**src/rtl/imm_ext_pipe_pkg.sv**
```systemverilog
// imm_pkg: immediate formats, skid-buffer states and the RV32I immediate extender shared by the decode path.
package imm_pkg;

    typedef enum logic [2:0] {
        IMM_I  = 3'd0,
        IMM_S  = 3'd1,
        IMM_B  = 3'd2,
        IMM_U  = 3'd3,
        IMM_J  = 3'd4,
        IMM_ZI = 3'd5
    } imm_src_e;

    typedef enum logic [1:0] {
        EMPTY = 2'd0,
        ONE   = 2'd1,
        FULL  = 2'd2
    } skid_state_e;

    typedef struct packed {
        logic [31:0] imm;
        logic        err;
    } ext_t;

    // Produces the 32-bit immediate; bit 31 is the sign for every format except ZI,
    // so wider datapaths extend by replicating it (or zero for ZI).
    function automatic ext_t imm_extend(input logic [31:7] instr, input logic [2:0] src);
        ext_t r;
        r.err = 1'b0;
        case (src)
            IMM_I:   r.imm = {{20{instr[31]}}, instr[31:20]};
            IMM_S:   r.imm = {{20{instr[31]}}, instr[31:25], instr[11:7]};
            IMM_B:   r.imm = {{19{instr[31]}}, instr[31], instr[7], instr[30:25], instr[11:8], 1'b0};
            IMM_U:   r.imm = {instr[31:12], 12'b0};
            IMM_J:   r.imm = {{11{instr[31]}}, instr[31], instr[19:12], instr[20], instr[30:21], 1'b0};
            IMM_ZI:  r.imm = {20'b0, instr[31:20]};
            default: begin
                r.imm = 32'b0;
                r.err = 1'b1;
            end
        endcase
        return r;
    endfunction

endpackage

```
**src/rtl/imm_ext_pipe_skid_buf.sv**
```systemverilog
// imm_skid_buf: generic 2-entry skid buffer with registered in_ready and registered output.
module imm_skid_buf
    import imm_pkg::*;
#(
    parameter int W = 8
) (
    input  logic         clk,
    input  logic         rst,
    input  logic         flush,
    input  logic         in_valid,
    output logic         in_ready,
    input  logic [W-1:0] in_data,
    output logic         out_valid,
    input  logic         out_ready,
    output logic [W-1:0] out_data
);

    skid_state_e state, state_n;
    logic [W-1:0] main_q, skid_q;
    logic acc, deq;

    assign acc      = in_valid & in_ready;
    assign deq      = out_valid & out_ready;
    assign out_data = main_q;

    always_comb begin
        state_n = (state == EMPTY) ? (acc ? ONE : EMPTY) :
                  (state == ONE)   ? ((acc && !deq) ? FULL : ((!acc && deq) ? EMPTY : ONE)) :
                                     (deq ? ONE : FULL);
    end

    // in_ready/out_valid are flops tracking the next state rather than decodes of it.
    always_ff @(posedge clk) begin
        if (rst || flush) begin
            state     <= EMPTY;
            main_q    <= '0;
            skid_q    <= '0;
            in_ready  <= 1'b1;
            out_valid <= 1'b0;
        end else begin
            state     <= state_n;
            in_ready  <= state_n != FULL;
            out_valid <= state_n != EMPTY;
            if (acc && (state == EMPTY || deq))
                main_q <= in_data;
            else if (state == FULL && deq)
                main_q <= skid_q;
            if (state == ONE && acc && !deq)
                skid_q <= in_data;
        end
    end

endmodule

```
**src/rtl/imm_ext_pipe.sv**
```systemverilog
// imm_ext_pipe: pipelined RV32I immediate extender (I/S/B/U/J/ZI) at XLEN, behind a 2-entry skid buffer.
module imm_ext_pipe
    import imm_pkg::*;
#(
    parameter int XLEN  = 32,
    parameter int TAG_W = 5
) (
    input  logic             clk,
    input  logic             rst,
    input  logic             flush,
    input  logic             in_valid,
    output logic             in_ready,
    input  logic [31:0]      in_instr,
    input  logic [2:0]       in_imm_src,
    input  logic [TAG_W-1:0] in_tag,
    output logic             out_valid,
    input  logic             out_ready,
    output logic [XLEN-1:0]  out_imm,
    output logic [TAG_W-1:0] out_tag,
    output logic             out_err
);

    localparam int W = XLEN + TAG_W + 1;

    ext_t ext;
    logic [XLEN-1:0] imm;
    logic unused_opcode;

    assign unused_opcode = ^in_instr[6:0];
    assign ext = imm_extend(in_instr[31:7], in_imm_src);

    if (XLEN == 64) begin : g_wide
        assign imm = {{32{ext.imm[31] & (in_imm_src != IMM_ZI)}}, ext.imm};
    end else begin : g_narrow
        assign imm = ext.imm;
    end

    imm_skid_buf #(.W(W)) u_skid (
        .clk       (clk),
        .rst       (rst),
        .flush     (flush),
        .in_valid  (in_valid),
        .in_ready  (in_ready),
        .in_data   ({imm, in_tag, ext.err}),
        .out_valid (out_valid),
        .out_ready (out_ready),
        .out_data  ({out_imm, out_tag, out_err})
    );

endmodule

```
**config.mk**
```make
export PLATFORM = sky130hd
export DESIGN_NAME = imm_ext_pipe
export DESIGN_NICKNAME = d
export VERILOG_FILES = /design/src/rtl/imm_ext_pipe_pkg.sv /design/src/rtl/imm_ext_pipe_skid_buf.sv /design/src/rtl/imm_ext_pipe.sv
export SDC_FILE = /design/constraint.sdc
export NUM_CORES = 1
export LEC_CHECK = 0
export ABC_AREA = 1
export BUFFER_PORTS_ARGS = -buffer_cell sky130_fd_sc_hd__buf_2
export CORE_ASPECT_RATIO = 1.5
export CORE_MARGIN = 2
export CORE_UTILIZATION = 50
export CTS_CLUSTER_SIZE = 20
export DETAILED_ROUTE_END_ITERATION = 12
export PLACE_DENSITY = 0.74
export RECOVER_POWER = 25
export SETUP_SLACK_MARGIN = 0.15
export SLEW_MARGIN = 20
export SYNTH_ARGS = -nofsm -noshare
export SYNTH_HDL_FRONTEND = slang
export SYNTH_SLANG_ARGS = --single-unit
```
**constraint.sdc**
```tcl
create_clock -name clk -period 2 [get_ports clk]
set_input_delay 0 -clock clk [delete_from_list [all_inputs] [get_ports clk]]
set_output_delay 0 -clock clk [all_outputs]
set_load 0.01 [all_outputs]
```
Word level (Yosys, flattened, before mapping)
Cells that the tools add are included.
{"block": "totals", "reg_bits": 80, "in_bits": 45, "output_inout_bits": 40, "wordCells": 40}
{"block": "classes", "n_eq_ne": 8, "mux": 10, "n_bitwise": 2, "n_reduce_logical": 15}
{"operator": "$pmux 32 s6", "n": 1}
{"operator": "$mux 38", "n": 2}
{"operator": "$mux 2", "n": 4}
{"operator": "$eq 3x2->1 const B", "n": 2}
{"operator": "$eq 3x3->1 const B", "n": 2}
{"operator": "$logic_and 1x1->1", "n": 6}
{"operator": "$reduce_or 6->1", "n": 1}
{"operator": "$reduce_bool 2->1", "n": 2}
{"operator": "$eq 3x1->1 const B", "n": 1}
{"operator": "$logic_not 3->1", "n": 1}
{"operator": "$mux 1", "n": 3}
{"operator": "$and 1x1->1", "n": 2}
{"operator": "$eq 2x1->1 const B", "n": 1}
{"operator": "$eq 2x2->1 const B", "n": 1}
{"operator": "$logic_not 1->1", "n": 2}
{"operator": "$logic_not 2->1", "n": 1}
{"operator": "$logic_or 1x1->1", "n": 2}
{"operator": "$ne 2x2->1 const B", "n": 1}

Longest topological paths before layout
Gate-level depths: netlist of run 1.
{"block": "logic_depth", "word_depth": 8, "ltp_mapped": 9, "mapped_depth_nobuf": 8}

Cells and area by module
A second synthesis of run 1 with hierarchy kept.
{"block": "hier_totals", "cells_unflattened": 625, "area_unflattened_um2": 4149.0}
{"mod": "imm_skid_buf", "instances": 1, "cells_per_inst": 529, "area_per_inst_um2": 3727.3, "seq_area_each_um2": 1601.5}
{"mod": "imm_ext_pipe", "instances": 1, "cells_per_inst": 96, "area_per_inst_um2": 421.7, "seq_area_each_um2": 0.0}

Worst setup path after synthesis of run 1
No wires, ideal clock.
{"block": "synth_timing", "kind": "reg-to-reg", "start": "reg u_skid.out_valid", "end": "reg u_skid.main_q[19] (netlist: u_skid.out_data[19])", "setup_time_ps": 65, "arrival_ps": 1229, "t_required_ps": 1935, "setup_slack_ps": 706, "path_stages_with_launch": 9, "n_path_buf": 2, "synth_period_minus_slack_ps": 1294, "cell_sequence": "dfxtp_1 nand2_1 o21ai_1 nand2_2 buf_4 buf_4 a21oi_1 nor2_1 nor2_1"}
{"block": "synth_between", "elab_chain_len": 4, "word_cells_on_any_way": 6, "classes_between": "1 x mux; 1 x bitwise; 4 x reduce/logical"}
{"element": "start: declaration", "line_no": "imm_ext_pipe_skid_buf.sv:13", "source": "output logic out_valid,"}
{"element": "start signal: assignment", "line_no": "imm_ext_pipe_skid_buf.sv:39", "source": "out_valid <= 1'b0;"}
{"element": "start signal: assignment", "line_no": "imm_ext_pipe_skid_buf.sv:43", "source": "out_valid <= state_n != EMPTY;"}
{"element": "$and 1x1->1 (*)", "line_no": "imm_ext_pipe_skid_buf.sv:23", "source": "assign deq = out_valid & out_ready;"}
{"element": "$logic_or 1x1->1", "line_no": "imm_ext_pipe_skid_buf.sv:44", "source": "if (acc && (state == EMPTY || deq))"}
{"element": "$logic_and 1x1->1", "line_no": "imm_ext_pipe_skid_buf.sv:44"}
{"element": "$mux 38 or $reduce_bool 2->1 (tied branches)"}
{"element": "end signal: assignment", "line_no": "imm_ext_pipe_skid_buf.sv:45", "source": "main_q <= in_data;"}
{"element": "end signal: assignment", "line_no": "imm_ext_pipe_skid_buf.sv:47", "source": "main_q <= skid_q;"}
{"element": "end: declaration", "line_no": "imm_ext_pipe_skid_buf.sv:19", "source": "logic [W-1:0] main_q, skid_q;"}
Every way passes the cells marked *; elsewhere a longest branch is shown, timed or not.
A chain may end at the register's enable or synchronous reset.

Final worst setup path of run 1
{"block": "layout_timing", "start": "reg u_skid.state[0]", "end": "reg u_skid.main_q[34] (netlist: u_skid.out_data[34])"}
{"block": "layout_between", "elab_chain_len": 4, "word_cells_on_any_way": 7, "classes_between": "1 x eq/ne; 1 x mux; 5 x reduce/logical"}
{"element": "start: declaration", "line_no": "imm_ext_pipe_skid_buf.sv:18", "source": "skid_state_e state, state_n;"}
{"element": "start signal: assignment", "line_no": "imm_ext_pipe_skid_buf.sv:41", "source": "state <= state_n;"}
{"element": "$logic_not 2->1", "line_no": "imm_ext_pipe_skid_buf.sv:44"}
{"element": "$logic_or 1x1->1", "line_no": "imm_ext_pipe_skid_buf.sv:44"}
{"element": "$logic_and 1x1->1", "line_no": "imm_ext_pipe_skid_buf.sv:44"}
{"element": "$mux 38 or $reduce_bool 2->1 (tied branches)"}
Several ways; a longest one is shown, not always the timed one.

==> results.md, run 1 <==
- Static leakage: 1.97 nW
- Layout cells sized above 1: 15.1%
- Post-synth top area cell: dfxtp_1
- Status: completed
- Placer Congestion: 0.835
- Port Buffers: 77
- CP bufs+invs: 3
- Max Cap Viol: 0
- Final setup vio count: 0
- Dpl hpwl: 6170 um
- Fin Hold WS: 0.00366 ns
- Worst slew pin tran: 0.507 ns
- Final ANT Viol Nets: 0
- Synthesis-stage register bit count: 80
- Post-synth cell types: 24
- CP dominant cell by count: nand2_1
- Drt pass-1 iters: 5
- Vias in the first global route: 3429
- Pwr dens: 718 nW/um^2
- Clock tree from TritonCTS: done
- Fill cells: 689
- CP max FO: 14
- Sequential area share after synthesis: 43.8%
- Max IR drop VDD: 0.000557 V
- Fin cells: 714
- Hold/Removal Path Class: in2reg
- Max Freq: 614 MHz
- Core region area: 7180 sq um
- Tmin final: 1.63 ns
- Via count: 3769
- Via density: 5.28
- DR iter-0 viols: 307
- Count of yosys warnings during synthesis: 0
- Post-CTS setup buffers: 0
- Critical Path AT: 1.92 ns
- Crit path largest cell delay: 0.43 ns
- Num rows: 38
- Cell Area, Synth: 3660 sq um
- Initial antenna violation count: 0
- CP top delay family: buffers and inverters
- Die Ht: 109 um
- Hold Violations, Final: 0
- Die X-Extent: 73.8 um
- Syn nets: 571
- Crit end category: register
- Initial cell density of the core: 50.9%
- Commonest non-fill, non-tap cell in the layout: nand2_1
- Post-synth top area share: 43.8%
- Residual DRC: 0
- ANT cells: 0
- DIE AREA: 8030 sq um
- Placed cells: 678
- Syn avg cell area: 6.97 sq um
- CP cell instances: inv_1 > nand2_1 > nor2_2 > inv_1 > buf_4 > nand2_1 > nand3_1 > nand2_1 > a21oi_1
- IO Pins: 85
- Num CTS Buffers: 9
- Clock sinks: 80
- Final worst-path cycle share: 81.4%
- CP max stage cell: dfxtp_1
- Clk_lat worst skew: 0.36 ns
- Most frequent cells in the layout: nand2_1 (112), dfxtp_1 (80), nand3_1 (71)
- Layout net count: 655
- Largest net degree at the start of global routing: 51
- Global-route wire length before repair: 15500 um
- Drt total wl: 9680 um
- Clock Skew: 0.00830 ns
- Synth Instances: 525
- All-Layer GR Usage: 25.1%
- Max clock buf depth: 2
- Total Neg Setup Slack: 0 ns
- Worst slew margin relative to its limit: 66.2%
- Root Buffer: clkbuf_8
- Area contributors post-synth: dfxtp_1 (44%), nand2_1 (12%), nand3_1 (9.7%)
- RSZ-0062 raised after global routing: no
- CP startpoint kind: register
- Final max-slew violation count: 0
- Clk pin slew, worst setup/hold paths: 0.08 ns
- Drt wl/cell: 13.6 um
- Area Overhead vs Synth: 20.9%
- Critical path class: reg2reg
- H-tree depth: 3
- Congestion Overflow GR: 0
- Req. time, crit path: 2.29 ns
[flip-flops by register name (all words and copies together), names as in the netlist]
name	count
u_skid.out_valid	1
u_skid.state	2
u_skid.skid_q	38
u_skid.in_ready	1
u_skid.out_data	38
[what timing repair did]
action | 4_1_cts | 5_1_grt
hold buffers | 20 | 0
resized for setup | 0 | 1
setup endpoints to repair | 0 | 9
hold endpoints to repair | 29 | 0
[report_power, final]
| part | total [W] | leakage [nW] | internal, W | switching, W |
|---|---|---|---|---|
| sequential | 0.00165 | 0.648 | 0.00163 | 0.0000218 |
| combinational | 0.000431 | 1.23 | 0.000158 | 0.000273 |
| clock | 0.00109 | 0.0951 | 0.000514 | 0.000576 |
[logic make-up (layout without fill, tap and decap cells)]
family                     after synthesis  after routing  share of synthesized area (%)
DFF                                     80             80                           43.8
AOI/OAI and AO/OA                      117            117                           16.7
and+or+nand+nor                        246            246                           28.9
adders and majority gates                1              1                          0.342
buffers and inverters                   81            170                           10.3
[metal layers]
metal	wire length [um]	global-route usage, %
met5	0	0
met4	281	13.1
met3	488	3.33
met2	4930	42.9
met1	3980	29.8
[through the flow]
stage | instance area, sq um | power, W | utilization, % | setup slack, ns
floorplan | 3660 | 0.00195 | - | 0.706
global placement | 4070 | 0.00208 | 56.7 | 0.367
detailed placement | 4070 | 0.00209 | 56.7 | 0.253
CTS | 4460 | 0.00321 | 62.1 | 0.223
global route | 4420 | 0.00332 | 61.6 | 0.191
finish | 4420 | 0.00318 | 61.6 | 0.371
[area by class of cell]
cell class | instances | area (sq um) | share of cell area [%]
tap | 100 | 125 | 2.83
clock inverter | 5 | 31.3 | 0.707
multi-input combinational | 364 | 1690 | 38.3
timing repair buffer | 109 | 651 | 14.7
sequential | 80 | 1600 | 36.2
clock buffer | 11 | 151 | 3.42
inverter | 45 | 169 | 3.82
[path summary, 6_finish.rpt]
| kind | to | start | slack (ns) | cells after the start |
|---|---|---|---|---|
| worst max-delay path | u_skid.out_data[34]$_SDFFE_PP0P_ | u_skid.state[0]$_SDFF_PP0_ | 0.37 | 9 |
| worst min-delay path | u_skid.out_data[30]$_SDFFE_PP0P_ | in_instr[24] | 0.004 | 3 |
| worst max register to register | u_skid.out_data[34]$_SDFFE_PP0P_ | u_skid.state[0]$_SDFF_PP0_ | 0.37 | 9 |
| worst min register to register | u_skid.skid_q[13]$_SDFFE_PP0P_ | u_skid.skid_q[13]$_SDFFE_PP0P_ | 0.46 | 2 |
[worst register-to-register path: cells and delay by family (launching register included)]
| family | cells | cell delay, ns |
|---|---|---|
| DFF | 1 | 0.43 |
| AOI/OAI and AO/OA | 1 | 0.14 |
| and+or+nand+nor | 5 | 0.29 |
| buffers and inverters | 3 | 0.68 |
[cell usage after synthesis]
library cell / instances
buf_2: 15
buf_6: 4
ha_1: 1
or2_0: 1
nand2_2: 3
a21oi_1: 67
nor3_4: 1
nand3_2: 1
inv_1: 35
buf_4: 6
buf_1: 1
o31ai_1: 1
nor2_1: 46
inv_2: 10
nand2_1: 113
o21ai_0: 26
nand4_1: 4
o21ai_1: 14
nor3_1: 6
dfxtp_1: 80
nand3_1: 71
o22ai_1: 1
clkbuf_1: 10
o211ai_1: 8
No activity file was read; power rests on OpenSTA's default activity.
==> run 2: changes to the inputs <==
Settings changed: CORE_UTILIZATION 50 to 48.
Clock period 2 ns to 1.3 ns, I/O delays scaled along.
==> results.md, run 2 (same netlist as run 1, synthesis figures left out) <==
- DIE AREA: 8350 sq um
- Clk_lat worst skew: 0.34 ns
- Worst slew margin relative to its limit: 55.8%
- Hold Violations, Final: 1
- Tmin final: 1.43 ns
- Commonest non-fill, non-tap cell in the layout: nand2_1
- Failing checks: negative hold slack, negative setup slack
- Req. time, crit path: 1.50 ns
- Static leakage: 2.47 nW
- Clock Skew: 0.00761 ns
- Max Freq: 697 MHz
- Worst slew pin tran: 0.663 ns
- Num CTS Buffers: 9
- Place WS: -0.0313 ns
- Initial cell density of the core: 48.7%
- Congestion Overflow GR: 0
- Vias in the first global route: 3839
- Hold/Removal Path Class: in2reg
- Max IR drop VDD: 0.000957 V
- ANT cells: 0
- IO Pins: 85
- Port Buffers: 77
- Drt wl/cell: 18.4 um
- Setup ws final: -0.134 ns
- CP max FO: 16
- Max Cap Viol: 0
- Via count: 4307
- Residual DRC: 0
- Fin Hold WS: -0.00229 ns
- Final setup vio count: 75
- DR iter-0 viols: 341
- Die Ht: 111 um
- Global-route wire length before repair: 17600 um
- Layout cells sized above 1: 39.7%
- Pwr dens: 1060 nW/um^2
- Fin cells: 744
- Clk pin slew, worst setup/hold paths: 0.06 ns
- Core region area: 7510 sq um
- Final ANT Viol Nets: 0
- Drt pass-1 iters: 8
- RSZ-0062 raised after global routing: yes
- Root Buffer: clkbuf_16
- Crit end category: register
- Placed cells: 691
- Fill cells: 539
- Clock sinks: 80
- Critical path class: reg2reg
- Initial antenna violation count: 0
- All-Layer GR Usage: 26.9%
- Layout net count: 683
- Largest net degree at the start of global routing: 35
- Max clock buf depth: 2
- Final max-slew violation count: 0
- Clock tree from TritonCTS: done
- H-tree depth: 3
- Area Overhead vs Synth: 53.2%
- Via density: 5.79
- Num rows: 39
- Placer Congestion: 0.830
- Final worst-path cycle share: 110%
- Status: complete, but fails checks
- Most frequent cells in the layout: nand2_1 (87), dfxtp_1 (76), buf_2 (65)
- Die X-Extent: 75.3 um
- Drt total wl: 13700 um
- CP startpoint kind: register
- Dpl hpwl: 6440 um
- Critical Path AT: 1.63 ns
[run 2: cell count changes in the layout (fill, tap and decap cells not counted), sizes merged]
| cell | previous run | this run |
|---|---|---|
| clkbuf | 41 | 31 |
| clkinvlp | 1 | 2 |
| buf | 59 | 106 |
| clkinv | 4 | 2 |
| dlygate4sd3 | 20 | 12 |
[run 2: layer usage]
metal  part of all wire (%)  wire length (um)  track usage (%)  up-vias
met2                     51              6950             46.4      234
li1                       -                 -                -     1952
met4                    6.0               827             13.0        0
met5                      0                 0                0        -
met1                     37              5010             30.8     2047
met3                    6.6               896             5.00       74
[run 2: per-stage QoR]
| step | instance area [sq um] | util (%) | setup TNS (ns) | total power (W) |
|---|---|---|---|---|
| 6_report | 5600 | 74.6 | -4.11 | 0.00594 |
| 2_1_floorplan | 3680 | - | 0 | 0.00301 |
| 4_1_cts | 4860 | 64.7 | 0 | 0.00569 |
| 5_1_grt | 5600 | 74.6 | -7.07 | 0.00614 |
| 3_3_place_gp | 4230 | 56.3 | -0.0124 | 0.00324 |
| 3_5_place_dp | 4230 | 56.3 | -0.221 | 0.00326 |
[run 2: repair_timing]
action	4_1_cts	5_1_grt
hold buffers	12	0
setup buffers	6	8
resized for setup	25	148
setup endpoints to repair	79	80
cloned	4	8
hold endpoints to repair	17	0
pin swaps	4	35
[run 2: cell type report]
type	count	area, sq um	area share [%]
clock buffers	12	256	4.58
clock inverters	4	28.8	0.514
inverters	45	179	3.19
multi-input cells	364	2190	39.1
flip-flops and latches	80	1610	28.8
well taps	102	128	2.28
repair buffers	137	1210	21.6
[run 2: where the power goes]
group,switching [W],leakage [nW],internal [W]
registers,0.0000500,0.650,0.00251
logic,0.000576,1.69,0.000391
clock network,0.00101,0.135,0.00140
total,0.00164,2.47,0.00430
[run 2: worst max-delay path, cell delays in order, from the launching register on]
cell	delay, ns
dfxtp_2	0.34
nand2_4	0.14
inv_4	0.05
nor3_4	0.19
buf_4	0.15
buf_12	0.15
nand2_1	0.08
o21ai_1	0.12
nor2_1	0.06
[run 2: path summary, 6_finish.rpt]
path	from	to	slack (ns)	cells after the start
worst max-delay path	u_skid.out_valid$_SDFF_PP0_	u_skid.skid_q[16]$_SDFFE_PP0P_	-0.13	8
worst min-delay path	in_instr[26]	u_skid.out_data[32]$_SDFFE_PP0P_	-0.002	3
worst max register to register	u_skid.out_valid$_SDFF_PP0_	u_skid.skid_q[16]$_SDFFE_PP0P_	-0.13	8
worst min register to register	u_skid.skid_q[11]$_SDFFE_PP0P_	u_skid.skid_q[11]$_SDFFE_PP0P_	0.45	2
==> run 3: changes to the inputs <==
Settings changed: ABC_AREA 1 to default, PLACE_DENSITY 0.74 to 0.75.
==> results.md, run 3 <==
- Status: complete, but fails checks
- Failing checks: negative setup slack
- Max Freq: 749 MHz
- Congestion Overflow GR: 0
- Sequential area share after synthesis: 45.8%
- Place WS: -0.0388 ns
- Final worst-path cycle share: 103%
- Hold path depth: 3
- Clock sinks: 80
- Die X-Extent: 73.7 um
- All-Layer GR Usage: 24.9%
- Final ANT Viol Nets: 0
- Synth Instances: 395
- Num rows: 38
- Reg area: 1610 sq um
- Max Cap Viol: 0
- Layout cells sized above 1: 40.6%
- Syn nets: 441
- Post-synthesis async set-or-reset flop share: 0%
- Clock Skew: 0.0132 ns
- Hold path start: in_instr[21]
- CP cell instances: nor2b_4 > and3_4 > clkbuf_16 > nand3_4 > a21oi_2
- Num CTS Buffers: 9
- Area Overhead vs Synth: 45.3%
- CP max stage cell: dfxtp_4
- Layout net count: 548
- Fin Hold WS: 0.0210 ns
- Max clock buf depth: 2
- CP max FO: 7
- Commonest cells in the netlist: dfxtp_1 (80), a21oi_1 (72), nand2_1 (38), mux2i_1 (33), o21ai_1 (31)
- Crit end category: register
- Placed cells: 539
- Tot Pwr: 0.00498 W
- Critical path class: reg2reg
- Root Buffer: clkbuf_8
- Clk_lat worst skew: 0.36 ns
- Most used standard cell by instance count after synthesis: dfxtp_1
- Fin cells: 585
- Drt total wl: 11800 um
- IO Pins: 85
- Clock tree from TritonCTS: done
- Post-synth cell types: 36
- Port Buffers: 77
- Placer Congestion: 0.850
- Reg-to-Reg Start: u_skid.state[1]$_SDFF_PP0_
- Max IR drop VDD: 0.000669 V
- Largest net degree at the start of global routing: 34
- Worst reg-to-reg setup slack: -0.03 ns
- Hold Violations, Final: 0
- Post-synth top area share: 45.8%
- Syn avg cell area: 8.85 sq um
- Dpl hpwl: 6460 um
- Hold/Removal Path Class: in2reg
- Tmin final: 1.33 ns
- Initial cell density of the core: 49.0%
- Reg2reg end: u_skid.skid_q[14]$_SDFFE_PP0P_
- Synthesis-stage register bit count: 80
- Final max-slew violation count: 0
- EDFF count, synth: 0
- Count of yosys warnings during synthesis: 0
- Vias in the first global route: 3116
- Drt pass-1 iters: 4
- H-tree depth: 3
- Initial antenna violation count: 0
- Reg2Reg Depth: 5
- Drt wl/cell: 20.1 um
- Fill cells: 525
- Worst slew pin tran: 0.665 ns
- Via density: 6.06
- Pwr dens: 980 nW/um^2
- DR iter-0 viols: 270
- Core region area: 7130 sq um
- Worst slew margin relative to its limit: 55.6%
- Static leakage: 2.07 nW
- Multi-input combinational cell area: 2100 sq um
- Most frequent cells in the layout: dfxtp_1 (76), buf_2 (58), a21oi_1 (45)
- Via count: 3544
- CP startpoint kind: register
- RSZ-0062 raised after global routing: yes
- Crit path largest cell delay: 0.39 ns
- Final setup vio count: 25
- Setup ws final: -0.0349 ns
- Post-synth top area cell: dfxtp_1
- Die Ht: 109 um
- Most common flop cell mapped by yosys: dfxtp_1
- Req. time, crit path: 1.60 ns
- DIE AREA: 8000 sq um
- Residual DRC: 0
- Clk pin slew, worst setup/hold paths: 0.08 ns
- Global-route wire length before repair: 15200 um
- ANT cells: 0
- Cell Area, Synth: 3500 sq um
- Area contributors post-synth: dfxtp_1 (46%), a21oi_1 (10%), mux2i_1 (9.4%)
- WHS Endpoint: u_skid.skid_q[27]$_SDFFE_PP0P_
- Total Neg Setup Slack: -0.281 ns
- Critical Path AT: 1.64 ns
- Commonest non-fill, non-tap cell in the layout: dfxtp_1
run 3: cell types whose count changed in the layout (fill, tap and decap cells not counted), moves of 18 or more:
cell,change
nand3_2,-22
o22ai_1,+23
nand3_1,-41
nand2_1,-58
o21ai_1,-18
nor2_1,-34
inv_1,-28
mux2i_1,+28
run 3: power by group:
group	total [W]	internal (W)	leakage (nW)	switching, W
combinational	0.000844	0.000361	1.34	0.000483
clock	0.00158	0.000725	0.0794	0.000857
sequential	0.00255	0.00251	0.650	0.0000435
run 3: worst max path at each step:
stage | from | endpoint | cells past startpoint
after floorplan | u_skid.in_ready$_SDFF_PP1_ | u_skid.skid_q[28]$_SDFFE_PP0P_ | 7
after global placement | in_imm_src[2] | u_skid.out_data[24]$_SDFFE_PP0P_ | 5
after detailed placement | in_imm_src[2] | u_skid.out_data[21]$_SDFFE_PP0P_ | 5
after CTS | u_skid.state[0]$_SDFF_PP0_ | u_skid.out_data[15]$_SDFFE_PP0P_ | 5
after global routing | u_skid.state[1]$_SDFF_PP0_ | u_skid.out_data[26]$_SDFFE_PP0P_ | 5
final | u_skid.state[1]$_SDFF_PP0_ | u_skid.skid_q[14]$_SDFFE_PP0P_ | 5
run 3: through the flow:
step	utilization (%)	cell area, sq um
4_1_cts	62.2	4430
3_5_place_dp	57.1	4070
6_report	71.2	5080
3_3_place_gp	57.1	4070
2_1_floorplan	-	3600
5_1_grt	71.2	5080
run 3: logic make-up after synthesis:
logic type      Yosys count  synth area share, %
buf+inv                  40                 6.48
mux                      33                 9.45
flops                    80                 45.8
fa+ha+maj                 1                0.358
compound gates          171                 28.4
simple gates             70                 9.49
run 3: cell type report:
| type | instances | share of cell area [%] |
|---|---|---|
| multi-input combinational | 276 | 41.4 |
| sequential | 80 | 31.7 |
| timing repair buffer | 132 | 21.7 |
| clock buffer | 13 | 2.93 |
| tap | 80 | 1.97 |
| inverter | 3 | 0.222 |
| clock inverter | 1 | 0.0985 |
run 3: what timing repair did:
item	CTS	global route
pin swaps	14	25
gates resized for setup	11	91
buffers inserted	1	5
hold endpoints to repair	23	0
cloned	1	12
setup endpoints to repair	78	78
hold buffers	13	0
run 3: critical path: cells and delay by family, from the launching register on:
kind | cells | cell delay, ns
buffers and inverters | 1 | 0.20
flip-flops | 1 | 0.39
AO/OA/AOI/OAI | 1 | 0.15
AND/OR/NAND/NOR | 3 | 0.53
run 3: layer usage:
layer  wire length, um  GRT usage, %  vias to the layer above
li1                  -             -                     1662
met1              4530          29.7                     1720
met2              6300          42.0                      140
met3               584          6.80                       22
met4               331          9.35                        0
met5                 0             0                        -
